--- config.mk ---
export PLATFORM = sky130hd
export DESIGN_NAME = gray_ptr_decoder
export DESIGN_NICKNAME = d
export VERILOG_FILES = /design/src/rtl/gray_ptr_decoder.sv
export SDC_FILE = /design/constraint.sdc
export NUM_CORES = 1
export LEC_CHECK = 0
export BUFFER_PORTS_ARGS = -buffer_cell sky130_fd_sc_hd__buf_2
export CORE_AREA = 10 10 47 49
export DETAILED_ROUTE_END_ITERATION = 7
export DIE_AREA = 0 0 57 59
export PLACE_DENSITY_LB_ADDON = 0.1
export SLEW_MARGIN = 15
export SYNTH_ARGS = -nofsm -noshare
export SYNTH_HDL_FRONTEND = slang
export SYNTH_SLANG_ARGS = --single-unit
--- constraint.sdc ---
create_clock -name clk -period 1.8 [get_ports clk]
set_clock_uncertainty 0.15 [all_clocks]
set_input_delay 0 -clock clk [delete_from_list [all_inputs] [get_ports clk]]
set_output_delay 0 -clock clk [all_outputs]
set_load 0.01 [all_outputs]
--- src/rtl/gray_ptr_decoder.sv ---
// gray_ptr_decoder
//   Receive side of a binary->gray crossing. A gray-coded value arriving from
//   another clock domain is re-timed through a SYNC_STAGES flop chain,
//   decoded to binary on every change, and announced with a one-cycle
//   bin_valid strobe.
//
//   Optional feature macro: STEP_CHECK_EN
//     defined   -> step_err pulses with bin_valid when a change flips more
//                  than one gray bit (except on the first update after reset)
//     undefined -> step_err is tied low and the step-check logic is absent
module gray_ptr_decoder #(
  parameter int WIDTH       = 4,
  parameter int SYNC_STAGES = 2
) (
  input  logic             clk,
  input  logic             rst_n,
  input  logic [WIDTH-1:0] gray_in,
  output logic [WIDTH-1:0] bin_out,
  output logic             bin_valid,
  output logic             step_err
);

  // Synchronizer chain: plain flop-to-flop, nothing in between
  logic [WIDTH-1:0] sync_q [SYNC_STAGES];
  logic [WIDTH-1:0] gray_s;
  logic [WIDTH-1:0] prev_gray;
  logic [WIDTH-1:0] diff;
  logic             upd;

  // Gray to binary: each binary bit is the XOR of all gray bits at or above it
  function automatic logic [WIDTH-1:0] gray2bin(input logic [WIDTH-1:0] g);
    logic [WIDTH-1:0] b;
    b[WIDTH-1] = g[WIDTH-1];
    for (int i = WIDTH - 2; i >= 0; i--) begin
      b[i] = b[i+1] ^ g[i];
    end
    return b;
  endfunction

  // Shift the asynchronous input through the synchronizer every cycle
  always_ff @(posedge clk or negedge rst_n) begin
    if (!rst_n) begin
      for (int i = 0; i < SYNC_STAGES; i++) begin
        sync_q[i] <= '0;
      end
    end else begin
      sync_q[0] <= gray_in;
      for (int i = 1; i < SYNC_STAGES; i++) begin
        sync_q[i] <= sync_q[i-1];
      end
    end
  end

  assign gray_s = sync_q[SYNC_STAGES-1];

  // Change detection against the previous synchronized sample
  always_comb begin
    diff = gray_s ^ prev_gray;
    upd  = |diff;
  end

  // Remember the last synchronized sample so the next change can be detected
  always_ff @(posedge clk or negedge rst_n) begin
    if (!rst_n) begin
      prev_gray <= '0;
    end else begin
      prev_gray <= gray_s;
    end
  end

  // Decode and strobe on every change; hold the last value otherwise
  always_ff @(posedge clk or negedge rst_n) begin
    if (!rst_n) begin
      bin_out   <= '0;
      bin_valid <= 1'b0;
    end else begin
      bin_valid <= upd;
      if (upd) begin
        bin_out <= gray2bin(gray_s);
      end
    end
  end

`ifdef STEP_CHECK_EN
  localparam int CNT_W = $clog2(WIDTH + 1);

  logic [CNT_W-1:0] flip_cnt;
  logic             multi_flip;
  logic             first_upd_done;

  // Count how many gray bits flipped in this sample
  always_comb begin
    flip_cnt = '0;
    for (int i = 0; i < WIDTH; i++) begin
      flip_cnt = flip_cnt + CNT_W'(diff[i]);
    end
    multi_flip = (flip_cnt > CNT_W'(1));
  end

  // The first change after reset has no trusted predecessor, so it is never flagged
  always_ff @(posedge clk or negedge rst_n) begin
    if (!rst_n) begin
      first_upd_done <= 1'b0;
    end else if (upd) begin
      first_upd_done <= 1'b1;
    end
  end

  // Illegal-step pulse, aligned with the bin_valid of the same update
  always_ff @(posedge clk or negedge rst_n) begin
    if (!rst_n) begin
      step_err <= 1'b0;
    end else begin
      step_err <= upd & first_upd_done & multi_flip;
    end
  end
`else
  assign step_err = 1'b0;
`endif

endmodule
==> impl_metrics.json <==
{
  "fin_setup_tns_ns": 0,
  "cap_violations": 0,
  "area_growth_syn_to_layout_pct": 23.97,
  "cp-end-kind": "flip-flop",
  "hold_path.class": "input pin to async pin",
  "ctsResizeCount": 0,
  "synth_edf_count": 0,
  "synth_xor_xnor_area_share_pct": 14.25,
  "powerDensity_nw_per_um2": 981.9,
  "grt_antenna_before_repair": 0,
  "crit_chain": "xnor2_2 > xnor3_1 > mux2_2",
  "cts_hold_buf": 5,
  "final_max_slew_viol_count": 0,
  "wl_per_cell_um": 12.73,
  "synth_compound_area_share_pct": 0,
  "grt_overflow": 0,
  "synth_most_common_cell": "dfrtp_1",
  "power_uw": 705.2,
  "via_count": 291,
  "met2_usage_pct": 8.527,
  "grtUsageTotal_pct": 5.448,
  "seq_power_share_pct": 60.4,
  "whs_ns": 0.003244,
  "dr.first_iter.drc_count": 4,
  "met1_usage_pct": 5.348,
  "drt_pass1_iterations": 2,
  "status": "complete, no violations",
  "cts_tree": "done",
  "final.min_clock_period_ns": 1.460,
  "synth_seq_cells": 17,
  "drtAntennaViolNets": 0,
  "rows": 14,
  "die_area_sq_um": 3363,
  "cts.clk_slew.worst_paths_ns": 0.09,
  "pre_cts_ws_ns": 0.3167,
  "cp.required_ns": 1.82,
  "max_stage_delay_ns": 0.44,
  "p_int_uw": 544.5,
  "drive_above_1_share_pct": 36.00,
  "dominantRegCellSynth": "dfrtp_1",
  "io_pins": 12,
  "fin_nets": 57,
  "wl_um": 840,
  "finish.utilization_pct": 51.25,
  "synth_nets": 38,
  "switching_share_pct": 22.79,
  "power_frac_clock_pct": 27.3,
  "synth_mux_area_share_pct": 7.559,
  "fin_crit_sh_pct": 81.11,
  "die_x_um": 57,
  "ys_top_cells_by_area": "dfrtp_1 73%, xnor2_1 7.6%, mux2_2 5.8%, xnor3_1 3.9%, xnor2_2 2.8%",
  "cp_max_fo": 3,
  "ys_top_cells_by_count": "17 x dfrtp_1, 5 x xnor2_1, 3 x mux2_2",
  "max_freq_ghz": 0.6850,
  "netlist_area_sq_um": 579.3,
  "drc": 0,
  "ys_warn_count": 0,
  "hold_viol_final": 0,
  "die_h_um": 59,
  "synth.avg_cell_area_sq_um": 18.10,
  "grt_pass1_vias": 327,
  "grt_max_degree": 18,
  "postCtsSetupBuffers": 0,
  "clockRootBuffer": "clkbuf_4",
  "finalWorstSetupSlack_ns": 0.3401,
  "slowest_stage": "dfrtp_1",
  "ys_seq_area_share_pct": 73.43,
  "setup_viol": 0,
  "peakVddDrop_v": 0.0005206,
  "start_util_pct": 41.34,
  "cts_buffer_depth": 2,
  "clock_latency_ns": 0.28,
  "rsz0062_at_grt": "no",
  "cts.sinks": 17,
  "async_flop_share_pct": 100.0,
  "top_usage_layer": "met2",
  "synth_fa_ha_area_share_pct": 0,
  "critPathKind": "flip-flop to flip-flop",
  "leakage_nw": 0.3392,
  "gp_congestion": 0.6885,
  "synthSimpleGateAreaFrac_pct": 2.160,
  "cts_buffers": 3,
  "cp_data_arrival_time_ns": 1.48,
  "power_frac_comb_pct": 12.3,
  "synth_top_family_by_area": "XOR/XNOR gates",
  "met3_usage_pct": 3.648,
  "htreeDepth": 1,
  "core_sq_um": 1401,
  "synth_top_cell_by_area": "dfrtp_1",
  "io_buffer_count": 10,
  "postSynthCellCount": 32,
  "grt_pass1_wl_um": 1428,
  "p_sw_uw": 160.7,
  "antenna_cells": 0,
  "start_kind": "flip-flop",
  "ys_types": 10,
  "yosysTopAreaCellShare_pct": 73.43,
  "vias_per_cell": 4.409
}
through the flow:
step	instance area (sq um)	instances
2_1_floorplan	579.3	32
3_3_place_gp	641.9	57
3_5_place_dp	641.9	57
4_1_cts	718.2	66
5_1_grt	718.2	66
6_report	718.2	66
layout by cell type, fill, tap and decap left out:
master          n
dfrtp_1        17
buf_2          10
xnor2_1         5
dlygate4sd3_1   5
mux2_2          3
clkbuf_4        3
nand4_2         1
inv_1           1
xnor2_2         1
mux2i_1         1
xnor3_1         1
conb_1          1
clkbuf_1        1
metal layers:
metal  part of all wire (%)  vias to the layer above  routed length (um)
li1                       -                      137                   -
met1                     42                      145                 350
met2                     47                        9                 395
met3                     11                        0                  94
met4                      0                        0                   0
met5                      0                        -                   0
registers in the layout, summed over array words and instances, names as in the netlist:
name / cells
bin_out: 4
gray_s: 4
prev_gray: 4
sync_q: 4
bin_valid: 1
power groups by stage:
| stage | logic (mW) | registers (mW) | clock network [mW] |
|---|---|---|---|
| 2_1_floorplan | 0.0408 | 0.440 | 0 |
| 3_3_place_gp | 0.0812 | 0.433 | 0 |
| 3_5_place_dp | 0.0819 | 0.434 | 0 |
| 4_1_cts | 0.0900 | 0.427 | 0.202 |
| 5_1_grt | 0.0980 | 0.430 | 0.214 |
| 6_report | 0.0870 | 0.426 | 0.192 |
cell families (layout without fill, tap and decap cells):
family,count (synthesis),count (layout)
buffers and inverters,2,20
XOR/XNOR,7,7
multiplexers,4,4
flip-flops,17,17
AND/OR/NAND/NOR,1,1
other,1,1
critical path, delay by kind of cell, from the launching register on:
family / cells / cell delay, ns
XOR/XNOR: 2 / 0.50
flip-flops: 1 / 0.44
multiplexers: 1 / 0.27
path summary, 6_finish.rpt:
check	from	end	slack (ns)	cells after the start
worst min register to register	sync_q[4]	gray_s[0]	0.21	0
max in group asynchronous	rst_n	prev_gray[2]	1.23	2
worst max register to register	gray_s[2]	bin_out[0]	0.34	3
min in group clk	sync_q[4]	gray_s[0]	0.21	0
worst max-delay path	gray_s[2]	bin_out[0]	0.34	3
worst min-delay path	rst_n	sync_q[7]	0.003	2
cell type report:
cell class	instances	area, sq um
multi-input combinational	13	142.6
tap	16	20.02
inverter	1	3.754
clock buffer	4	26.28
timing repair buffer	15	100.1
sequential	17	425.4
fill	127	683.2
Note: power is estimated with default switching activity, not from simulation.
